### config.mk
export PLATFORM = sky130hd
export DESIGN_NAME = request_arbiter
export DESIGN_NICKNAME = d
export VERILOG_FILES = /design/src/rtl/request_arbiter.sv
export SDC_FILE = /design/constraint.sdc
export NUM_CORES = 1
export LEC_CHECK = 0
export ABC_AREA = 1
export BUFFER_PORTS_ARGS = -buffer_cell sky130_fd_sc_hd__buf_2
export CAP_MARGIN = 5
export CORE_MARGIN = 3
export CORE_UTILIZATION = 64
export DETAILED_ROUTE_END_ITERATION = 10
export GPL_TIMING_DRIVEN = 0
export PLACE_DENSITY = 0.88
export SLEW_MARGIN = 20
export SYNTH_ARGS = -nofsm -noshare
export SYNTH_HDL_FRONTEND = slang
export SYNTH_SLANG_ARGS = --single-unit
### constraint.sdc
create_clock -name clk -period 5.1 [get_ports clk]
set_input_delay 1.02 -clock clk [delete_from_list [all_inputs] [get_ports clk]]
set_output_delay 1.02 -clock clk [all_outputs]
set_load 0.01 [all_outputs]
### src/rtl/request_arbiter.sv
// Emergency-lane arbiter and pedestrian button conditioner for the traffic-light controller.
// Optional build macro EMG_FIXED_PRIORITY_EN: lowest pending lane wins instead of round-robin.
//
// Ports:
//   clk        system clock, rising edge
//   rst        synchronous active-high reset
//   emgDetect  raw per-lane emergency detect lines (bit i = lane i)
//   pedButton  raw pedestrian push-button level
//   pedClear   one-cycle pulse: pedestrian phase served
//   emgSignal  registered emergency request
//   emgLane    registered one-hot granted lane, zero when idle
//   pedSignal  latched pedestrian request, masked while emgSignal is high
//   pending    emergency lanes queued but not yet granted

module request_arbiter #(
    parameter int HOLD_CYCLES = 4,
    parameter int GAP_CYCLES  = 2,
    parameter int DEB_CYCLES  = 3
) (
    input  logic       clk,
    input  logic       rst,
    input  logic [7:0] emgDetect,
    input  logic       pedButton,
    input  logic       pedClear,
    output logic       emgSignal,
    output logic [7:0] emgLane,
    output logic       pedSignal,
    output logic [7:0] pending
);

    typedef enum logic [1:0] {
        IDLE = 2'd0,
        HOLD = 2'd1,
        GAP  = 2'd2
    } arbState_t;

    localparam logic [7:0] HOLD_LOAD  = 8'(HOLD_CYCLES - 1);
    localparam logic [7:0] GAP_LOAD   = 8'(GAP_CYCLES - 1);
    localparam logic [8:0] DEB_TARGET = 9'(DEB_CYCLES);

    arbState_t  state;
    arbState_t  stateNext;
    logic [7:0] holdCnt;
    logic [7:0] cntNext;
    logic [2:0] ptr;
    logic [2:0] ptrNext;
    logic [7:0] detPrev;
    logic [7:0] rise;
    logic [7:0] grantMask;
    logic [7:0] laneNext;
    logic [7:0] pendingNext;
    logic [2:0] searchIdx;
    logic [2:0] selIdx;
    logic       selValid;

    logic [7:0] debCnt;
    logic       armed;
    logic       pedLatch;
    logic       pedSet;

    assign rise = emgDetect & ~detPrev;

    // Search upward from the pointer, wrapping at 8. In the fixed-priority
    // build the pointer never moves off 0, so this is lowest-index-first.
    always_comb begin
        selIdx    = '0;
        selValid  = 1'b0;
        searchIdx = '0;
        for (int i = 0; i < 8; i++) begin
            searchIdx = ptr + 3'(i);
            if (!selValid && pending[searchIdx]) begin
                selIdx   = searchIdx;
                selValid = 1'b1;
            end
        end
    end

    always_comb begin
        stateNext = state;
        cntNext   = holdCnt;
        ptrNext   = ptr;
        grantMask = '0;
        laneNext  = emgLane;
        unique case (state)
            IDLE: begin
                if (selValid) begin
                    stateNext = HOLD;
                    cntNext   = HOLD_LOAD;
                    grantMask = 8'(1) << selIdx;
                    laneNext  = 8'(1) << selIdx;
`ifdef EMG_FIXED_PRIORITY_EN
                    ptrNext   = '0;
`else
                    ptrNext   = selIdx + 3'd1;
`endif
                end
            end
            HOLD: begin
                if (holdCnt == 8'd0) begin
                    laneNext = '0;
                    if (GAP_CYCLES == 0) begin
                        stateNext = IDLE;
                    end else begin
                        stateNext = GAP;
                        cntNext   = GAP_LOAD;
                    end
                end else begin
                    cntNext = holdCnt - 8'd1;
                end
            end
            GAP: begin
                if (holdCnt == 8'd0) begin
                    stateNext = IDLE;
                end else begin
                    cntNext = holdCnt - 8'd1;
                end
            end
            default: begin
                stateNext = IDLE;
                laneNext  = '0;
            end
        endcase
    end

    // A fresh rising edge beats the grant clear on the same lane.
    assign pendingNext = (pending & ~grantMask) | rise;

    always_ff @(posedge clk) begin
        if (rst) begin
            state     <= IDLE;
            holdCnt   <= '0;
            ptr       <= '0;
            detPrev   <= '0;
            pending   <= '0;
            emgSignal <= 1'b0;
            emgLane   <= '0;
        end else begin
            state     <= stateNext;
            holdCnt   <= cntNext;
            ptr       <= ptrNext;
            detPrev   <= emgDetect;
            pending   <= pendingNext;
            emgSignal <= (stateNext == HOLD);
            emgLane   <= laneNext;
        end
    end

    // Fires once per press: armed drops on the set and only returns
    // after the button is seen released.
    assign pedSet = pedButton && armed &&
                    (({1'b0, debCnt} + 9'd1) == DEB_TARGET);

    always_ff @(posedge clk) begin
        if (rst) begin
            debCnt   <= '0;
            armed    <= 1'b1;
            pedLatch <= 1'b0;
        end else begin
            if (pedButton) begin
                if (debCnt != 8'hFF) begin
                    debCnt <= debCnt + 8'd1;
                end
            end else begin
                debCnt <= '0;
            end
            if (pedSet) begin
                pedLatch <= 1'b1;
                armed    <= 1'b0;
            end else begin
                if (pedClear) begin
                    pedLatch <= 1'b0;
                end
                if (!pedButton) begin
                    armed <= 1'b1;
                end
            end
        end
    end

    assign pedSignal = pedLatch & ~emgSignal;

endmodule

# After elaboration in Yosys (flattened, before gate mapping)

Index checks and enable logic that the tools add are counted.
W data, S select, Z words.

Bits in registers: 48
Bits of input ports: 12
Word-level logic and storage cells: 121

$add $sub $neg: 11
Order comparisons: 8
Equal/unequal tests: 9
Shifts and indexed selects: 1
Muxes and demuxes: 49
Bitwise operators: 9
Reduce and logical (&&, ||, !) cells: 24

Operators with widths:

| kind                  | count |
|---|---|
| $mux W8               | 7 |
| $pmux W8 S3           | 2 |
| $lt A3 B4 Y1 const B  | 8 |
| $bmux W1 S3           | 8 |
| $mux W3               | 8 |
| $mux W1               | 20 |
| $and A8 B8 Y8         | 2 |
| $not A8 Y8            | 2 |
| $add A3 B3 Y3 const B | 4 |
| $add A8 B1 Y9 const B | 1 |
| $eq A9 B2 Y1 const B  | 1 |
| $logic_and A1 B1 Y1   | 9 |
| $add A8 B1 Y8 const B | 1 |
| $logic_not A8 Y1      | 1 |
| $ne A8 B8 Y1 const B  | 1 |
| $or A8 B8 Y8          | 1 |
| $shl A1 B3 Y8 const A | 1 |
| $sub A8 B1 Y8 const B | 1 |
| $logic_not A1 Y1      | 7 |
| $add A3 B1 Y3 const B | 2 |
| $add A3 B2 Y3 const B | 2 |
| $mux W2               | 3 |
| $ne A2 B2 Y1 const B  | 3 |
| $pmux W2 S3           | 1 |
| 11 further kinds      | 15 |

# Depth between registers and ports, before layout

Gate-level depths: netlist of the first run.

Depth after elaboration: 30
Mapped depth: 24
Depth with buffers taken out: 21

# Worst setup path after synthesis of the first run

OpenSTA, ideal clock, no wires.

Path type: register to register
Start: register ptr[0]
End: register ptr[2]
Library setup time: 120 ps
Arrival: 2910 ps
Slack: 2070 ps
Stages on the path, launching flop included: 23
Cells stage by stage: dfxtp_1 > buf_6 > inv_4 > buf_8 > ha_1 > buf_2 > inv_1 > nand3_1 > nand3_2 > nand2_4 > nor2_8 > nand4_4 > nor2_8 > nand2_2 > o21ai_0 > inv_1 > nand2_1 > o21ai_1 > inv_1 > ha_1 > ha_1 > o21ai_0 > a21oi_1

Cells in the longest elaborated chain, start to end: 25
Elaborated cells between the ends (all ways): 55
Those cells by class: 8 x add/sub; 32 x mux; 15 x reduce/logical

Ends and longest elaborated chain:

| item                                                                   | RTL line | source |
|---|---|---|
| start: declaration                                                     | 45       | `logic [2:0] ptr;` |
| start signal: assignment                                               | 140      | `ptr <= ptrNext;` |
| parallel branches: the longest is 25 deep, another holds $add A3 B1 Y3 | --       |  |

Several ways; the timed one is not identified. The select of a mux whose other input is x is not followed.
A chain may end at the register's enable or synchronous reset.

# Worst setup path in the final report of the first run

Same ends and word-level chain as after synthesis.

==> insert_results.sql, run 1 <==
INSERT INTO impl_metrics (metric_group, metric, value, unit) VALUES
('worst_setup_path', 'crit_type', 'register to register', ''),
('worst_setup_path', 'worst_path_largest_cell_delay', '0.35', 'ns'),
('grt', 'grt_pass1_wl', '11.6', 'mm'),
('synth', 'ys_seq_elements', '48', ''),
('synth', 'ys_seq_area_frac', '0.317', ''),
('clock_tree', 'worst_skew_late_latency', '0.29', 'ns'),
('floorplanning', 'core_area', '4470', 'um^2'),
('worst_setup_path', 'worst_path_max_delay_cell', 'sky130_fd_sc_hd__dfxtp_1', ''),
('worst_setup_path', 'critPathCaptureType', 'register', ''),
('finish', 'final_core_util', '0.754', ''),
('synth', 'synth_compound_gate_area_share', '0.112', ''),
('synth', 'synthArstFlopShare', '0', ''),
('worst_setup_path', 'cp_data_required_time', '5.28', 'ns'),
('clock_tree', 'htree_num_levels', '2', ''),
('routing', 'post_drt_wl_per_cell', '13.2', 'um'),
('clock_tree', 'hold_buffers', '0', ''),
('routing', 'detail_route.drc_violations', '0', ''),
('clock_tree', 'cts.path.max_buffers', '2', ''),
('synth', 'synth.cell_area', '3040', 'um^2'),
('clock_tree', 'cts_tree', 'yes', ''),
('floorplanning', 'floorplan.rows', '24', ''),
('clock_tree', 'clk_root_buffer_cell', 'sky130_fd_sc_hd__clkbuf_8', ''),
('floorplanning', 'initial_core_util', '0.678', ''),
('sta', 'finClkSkew', '0.00524', 'ns'),
('sta', 'worst_slew_pin_slew', '0.546', 'ns'),
('run', 'max-cap-violations', '0', ''),
('grt', 'grt-ovfl-total', '0', ''),
('synth', 'edff_count_synth', '0', ''),
('outcome', 'run_status', 'finished, final reports clean', ''),
('worst_setup_path', 'critical_path.most_common_cell', 'sky130_fd_sc_hd__ha_1', ''),
('floorplanning', 'die_h', '74.9', 'um'),
('clock_tree', 'ctsResizeCount', '0', ''),
('sta', 'fin_worst_hold_slack', '0.424', 'ns'),
('clock_tree', 'cts_num_sinks', '48', ''),
('clock_tree', 'clk_pin_slew_worst_paths', '0.08', 'ns'),
('grt', 'maximum_number_of_pins_on_one_net_before_global_route_repair', '15', ''),
('floorplanning', 'floorplan.io_pins', '30', ''),
('hold_path', 'worst_hold_check_path_type', 'register to register', ''),
('routing', 'detail_route.vias_per_cell', '5.54', ''),
('floorplanning', 'floorplan.die.width', '74.9', 'um'),
('synth', 'main_combinational_cell_family_by_area_after_synthesis', 'simple AND/OR/NAND/NOR gates', ''),
('routing', 'routed_wirelength', '6.75', 'mm'),
('power', 'power.leakage', '1.66', 'nW'),
('floorplanning', 'die_area', '5610', 'um^2'),
('placed_design', 'port-buffer-count', '29', ''),
('sta', 'maxSlewHeadroom', '0.633', ''),
('finish', 'area_growth_from_synthesis_to_layout', '11.2', '%'),
('sta', 'hold_violations', '0', ''),
('sta', 'rsz_0062_raised_after_global_routing', 'no', ''),
('sta', 'period_minus_slack', '3.49', 'ns'),
('power', 'power_total', '2.60', 'mW'),
('finish', 'num-fill-cells', '342', ''),
('grt', 'first_global_vias', '2574', ''),
('clock_tree', 'cts_setup_buffers', '0', ''),
('sta', 'fin_crit_sh', '0.685', ''),
('synth', 'netlist_instances', '423', ''),
('worst_setup_path', 'timing.critical_path.from_type', 'register', ''),
('finish', 'finish.net_count', '486', ''),
('worst_setup_path', 'worstPathCellList', 'buf_6 -> inv_4 -> buf_8 -> ha_1 -> buf_2 -> inv_1 -> nand3_1 -> nand3_2 -> nand2_4 -> nor2_8 -> nand4_4 -> nor2_8 -> nand3_1 -> o21ai_1 -> inv_1 -> ha_1 -> ha_1 -> o21ai_0 -> a21oi_1', ''),
('worst_setup_path', 'crit_arrival', '3.68', 'ns'),
('worst_setup_path', 'dominant_delay_contributor_by_cell_family_on_the_critical_path', 'simple AND/OR/NAND/NOR gates', ''),
('routing', 'ant_nets', '0', ''),
('synth', 'synth_flop_cell', 'sky130_fd_sc_hd__dfxtp_1', ''),
('finish', 'antenna_diode_instance_count', '0', ''),
('synth', 'yosys-mux-area-fraction', '0', ''),
('synth', 'post_synth_xor_area_fraction', '0.0486', ''),
('power', 'peakVddDrop', '0.000456', 'V'),
('sta', 'fin_setup_tns', '0', 'ns'),
('synth', 'ys_types', '40', ''),
('synth', 'postSynthNetCount', '450', ''),
('finish', 'drive_above_1_share', '0.181', '');
registers in the layout (all words and copies together), names as in the netlist:
| register | flops |
|---|---|
| ptr | 3 |
| debCnt | 8 |
| emgSignal | 1 |
| detPrev | 8 |
| armed | 1 |
| holdCnt | 8 |
| pending | 8 |
| emgLane | 8 |
| pedLatch | 1 |
| state | 2 |
final cells by class:
| type | count | area [um^2] | share of cell area |
|---|---|---|---|
| Multi-Input combinational cell | 302 | 1760 | 0.522 |
| Clock buffer | 5 | 68.8 | 0.0204 |
| Sequential cell | 48 | 961 | 0.285 |
| Inverter | 62 | 238 | 0.0704 |
| Clock inverter | 2 | 60.1 | 0.0178 |
| Tap cell | 52 | 65.1 | 0.0193 |
| Timing Repair Buffer | 29 | 145 | 0.0430 |
| Buffer | 11 | 73.8 | 0.0219 |
report_power, final:
group / internal [mW] / switching [mW] / total, mW
clock network: 0.193 / 0.122 / 0.315
registers: 0.455 / 0.0655 / 0.520
logic: 0.584 / 1.18 / 1.77
total: 1.23 / 1.37 / 2.60
kinds of logic after synthesis:
kind of cell             Yosys count
adder cells (fa/ha/maj)           15
buffers and inverters             73
XOR/XNOR                          16
AND/OR/NAND/NOR                  209
flip-flops                        48
AO/OA/AOI/OAI                     62
path summary, 6_finish.rpt:
| path | end | cells after the start | from | slack (ns) |
|---|---|---|---|---|
| setup reg to reg | ptr[2] | 19 | ptr[0] | 1.61 |
| setup / recovery | ptr[2] | 19 | ptr[0] | 1.61 |
| hold reg to reg | pending[5] | 1 | detPrev[5] | 0.42 |
| hold / removal | pending[5] | 1 | detPrev[5] | 0.42 |
metal layers:
metal,up-vias,global-route usage,part of all wire,wire length (um)
met2,96,0.417,0.46,3080
met5,-,0,0,0
li1,1435,-,-,-
met3,15,0.0414,0.063,422
met4,0,0.0771,0.014,95
met1,1283,0.370,0.47,3150
cells in the mapped netlist (7+ instances only):
cell type                 number  area (um^2)
sky130_fd_sc_hd__nand2_2      10         62.6
sky130_fd_sc_hd__ha_1         15          188
sky130_fd_sc_hd__inv_1        56          210
sky130_fd_sc_hd__o21ai_0      16         80.1
sky130_fd_sc_hd__dfxtp_1      48          961
sky130_fd_sc_hd__nand2_4       7         78.8
sky130_fd_sc_hd__nand2_1      84          315
sky130_fd_sc_hd__nor2_1       31          116
sky130_fd_sc_hd__nand3_2       8         80.1
sky130_fd_sc_hd__nand3_1      50          250
sky130_fd_sc_hd__xor2_1       11         96.3
sky130_fd_sc_hd__a21oi_1      33          165
cells in the final DEF, fill, tap and decap left out, types with 2 or more instances in the layout:
cell,n
sky130_fd_sc_hd__clkbuf_8,5
sky130_fd_sc_hd__dfxtp_1,48
sky130_fd_sc_hd__nor2_1,31
sky130_fd_sc_hd__buf_6,2
sky130_fd_sc_hd__inv_2,4
sky130_fd_sc_hd__o21ai_1,5
sky130_fd_sc_hd__nor2_8,2
sky130_fd_sc_hd__clkbuf_1,5
sky130_fd_sc_hd__nand4_4,2
sky130_fd_sc_hd__ha_1,15
sky130_fd_sc_hd__xnor2_1,4
sky130_fd_sc_hd__nand4_1,3
sky130_fd_sc_hd__a21oi_1,33
sky130_fd_sc_hd__inv_1,56
sky130_fd_sc_hd__inv_4,2
sky130_fd_sc_hd__nand2_4,7
sky130_fd_sc_hd__nand2_2,10
sky130_fd_sc_hd__o21ai_0,16
sky130_fd_sc_hd__nand3_1,50
sky130_fd_sc_hd__bufinv_16,2
sky130_fd_sc_hd__buf_2,31
sky130_fd_sc_hd__xor2_1,11
sky130_fd_sc_hd__nand3_2,8
sky130_fd_sc_hd__nor4_1,2
sky130_fd_sc_hd__nand2_1,84
sky130_fd_sc_hd__nor3_1,5
per-stage QoR:
stage / area [um^2] / setup slack [ns] / cells
after floorplan: 3040 / 2.07 / 423
after CTS: 3370 / 1.60 / 511
final: 3370 / 1.61 / 511
after detailed placement: 3250 / 1.61 / 504
after global placement: 3250 / 1.69 / 504
after global routing: 3370 / 1.35 / 511
Power figures use the tool's default switching activity.
==> inputs of run 2 (changes only) <==
Settings changed: CORE_UTILIZATION 64 to 59, PLACE_DENSITY 0.88 to 0.83.
Clock period 5.1 ns to 3.3 ns, I/O delays scaled along.
==> run 2 against run 1 <==
  * First-iteration DRC count shrank 26%
  * Sequential cell count is the same
  * Fmax grew 11%
==> insert_results.sql, run 2 (same netlist as run 1, synthesis figures left out) <==
INSERT INTO impl_metrics (metric_group, metric, value, unit) VALUES
('run', 'max-cap-violations', '0', ''),
('clock_tree', 'number_of_cts_inserted_buffers', '5', ''),
('floorplanning', 'initial_core_util', '0.626', ''),
('worst_setup_path', 'worst_r2r_endpoint', 'ptr[2]', ''),
('hold_path', 'min_from', 'detPrev[5]', ''),
('placed_design', 'port-buffer-count', '29', ''),
('worst_setup_path', 'critical_path.most_common_cell', 'sky130_fd_sc_hd__nand2_1', ''),
('grt', 'gr-usage-all-layers', '0.230', ''),
('sta', 'setup_viol_count_final', '0', ''),
('sta', 'finalWorstSetupSlack', '0.148', 'ns'),
('floorplanning', 'core_area', '4850', 'um^2'),
('finish', 'drive_above_1_share', '0.226', ''),
('routing', 'firstDrtPassIters', '5', ''),
('worst_setup_path', 'ff2ff_path_depth', '22', ''),
('grt', 'grt-ovfl-total', '0', ''),
('outcome', 'run_status', 'finished, final reports clean', ''),
('grt', 'number_of_antenna_violations_at_the_first_check_in_global_routing', '0', ''),
('worst_setup_path', 'critPathCaptureType', 'register', ''),
('clock_tree', 'cts.path.max_buffers', '2', ''),
('sta', 'timing_max_transition_violations_final', '0', ''),
('finish', 'num-fill-cells', '395', ''),
('clock_tree', 'clk_root_buffer_cell', 'sky130_fd_sc_hd__clkbuf_8', ''),
('routing', 'ant_nets', '0', ''),
('clock_tree', 'cts_tree', 'yes', ''),
('placed_design', 'globalplace.congestion', '0.895', ''),
('sta', 'period_minus_slack', '3.15', 'ns'),
('clock_tree', 'worst_skew_late_latency', '0.30', 'ns'),
('worst_setup_path', 'worstPathCellList', 'buf_6 -> inv_4 -> buf_8 -> ha_1 -> buf_4 -> inv_4 -> nand3_1 -> nand2_1 -> nand2_1 -> nand2_2 -> nand4_4 -> nor2_8 -> nand2_2 -> o21ai_1 -> inv_1 -> nand2_1 -> o21ai_2 -> inv_1 -> ha_2 -> ha_2 -> o21ai_1 -> a21oi_1', ''),
('floorplanning', 'floorplan.io_pins', '30', ''),
('worst_setup_path', 'critical_path.max_fanout', '10', ''),
('sta', 'maxSlewHeadroom', '0.660', ''),
('worst_setup_path', 'timing.critical_path.from_type', 'register', ''),
('sta', 'worst_slew_pin_slew', '0.505', 'ns'),
('routing', 'detailedRoute.firstIterationViolations', '156', ''),
('worst_setup_path', 'timing.reg2reg.setup_slack', '0.15', 'ns'),
('worst_setup_path', 'crit_type', 'register to register', ''),
('grt', 'maximum_number_of_pins_on_one_net_before_global_route_repair', '15', ''),
('hold_path', 'min_delay_path_depth', '1', ''),
('clock_tree', 'hold_buffers', '0', ''),
('routing', 'post_drt_wl_per_cell', '12.9', 'um'),
('clock_tree', 'htree_num_levels', '2', ''),
('floorplanning', 'floorplan.die.width', '77.7', 'um'),
('routing', 'vias', '2940', ''),
('finish', 'area_growth_from_synthesis_to_layout', '14.5', '%'),
('sta', 'max_freq', '317', 'MHz'),
('sta', 'finClkSkew', '0.00351', 'ns'),
('sta', 'hold_violations', '0', ''),
('floorplanning', 'die_h', '77.7', 'um'),
('worst_setup_path', 'worst_path_max_delay_cell', 'sky130_fd_sc_hd__dfxtp_2', ''),
('grt', 'first_global_vias', '2590', ''),
('hold_path', 'worst_hold_check_path_type', 'register to register', ''),
('finish', 'finish.net_count', '494', ''),
('worst_setup_path', 'timing.rr.start', 'ptr[0]', ''),
('worst_setup_path', 'worst_path_largest_cell_delay', '0.35', 'ns'),
('finish', 'final_core_util', '0.717', ''),
('routing', 'detail_route.vias_per_cell', '5.50', ''),
('clock_tree', 'cts_num_sinks', '48', ''),
('hold_path', 'hold_path_end', 'pending[5]', ''),
('finish', 'layout.cells.most_common_list', '82 x sky130_fd_sc_hd__nand2_1, 55 x sky130_fd_sc_hd__inv_1, 47 x sky130_fd_sc_hd__nand3_1, 47 x sky130_fd_sc_hd__dfxtp_1, 31 x sky130_fd_sc_hd__a21oi_1', ''),
('worst_setup_path', 'cp_data_required_time', '3.49', 'ns'),
('finish', 'antenna_diode_instance_count', '0', ''),
('routing', 'detail_route.drc_violations', '0', ''),
('worst_setup_path', 'crit_arrival', '3.34', 'ns'),
('sta', 'fin_crit_sh', '0.955', ''),
('grt', 'grt_pass1_wl', '11.4', 'mm'),
('floorplanning', 'die_area', '6040', 'um^2'),
('placed_design', 'dp.final_hpwl', '5.10', 'mm'),
('clock_tree', 'clk_pin_slew_worst_paths', '0.08', 'ns'),
('routing', 'routed_wirelength', '6.88', 'mm'),
('placed_design', 'pre_cts_slack', '-0.178', 'ns'),
('sta', 'fin_setup_tns', '0', 'ns'),
('finish', 'layout_commonest_cell', 'sky130_fd_sc_hd__nand2_1', ''),
('floorplanning', 'floorplan.rows', '25', '');
==> run 2: stage by stage <==
stage | cell area [um^2] | instances | hold WS [ns]
6_report | 3470 | 535 | 0.412
5_1_grt | 3470 | 535 | 0.434
4_1_cts | 3390 | 530 | 0.415
3_5_place_dp | 3260 | 519 | 0.403
3_3_place_gp | 3260 | 519 | 0.394
2_1_floorplan | 3040 | 423 | 0.389
==> run 2: layout make-up <==
type	count	area [um^2]	area share
repair buffers	37	205	0.0591
inverters	62	240	0.0691
clock buffers	7	86.3	0.0248
multi-input cells	302	1810	0.521
clock inverters	1	7.51	0.00216
flip-flops and latches	48	962	0.277
well taps	67	83.8	0.0241
plain buffers	11	80.1	0.0230
==> run 2: metal layers <==
metal	vias up	global-route usage	share of wire	wire length, um
li1	1455	-	-	-
met1	1331	0.300	0.45	3110
met2	129	0.384	0.45	3090
met3	25	0.0452	0.073	500
met4	0	0.0676	0.028	191
met5	-	0	0	0
==> run 2: how the worst max path moves through the flow <==
| stage | from | slack (ns) | endpoint |
|---|---|---|---|
| 6_report | ptr[0] | 0.15 | ptr[2] |
| 3_5_place_dp | ptr[0] | -0.18 | pending[6] |
| 4_1_cts | ptr[0] | 0.03 | ptr[2] |
| 2_1_floorplan | ptr[0] | 0.27 | ptr[2] |
| 3_3_place_gp | ptr[0] | -0.08 | pending[6] |
| 5_1_grt | ptr[0] | -0.008 | pending[4] |
==> run 2: worst max-delay path, delay by kind of cell, from the launching register on <==
| kind | cells | cell delay [ns] |
|---|---|---|
| compound gates | 4 | 0.38 |
| fa+ha+maj | 3 | 0.74 |
| buf+inv | 7 | 0.71 |
| flops | 1 | 0.35 |
| simple gates | 8 | 0.84 |
==> run 2: repair_timing <==
action	in CTS	in global routing
buffers inserted	3	5
resized for setup	3	18
setup endpoints to repair	13	17
pin swaps	2	7
Power of run 2 is not shown: default switching activity piles up to over one toggle a cycle in this logic, so the estimate is an artifact.
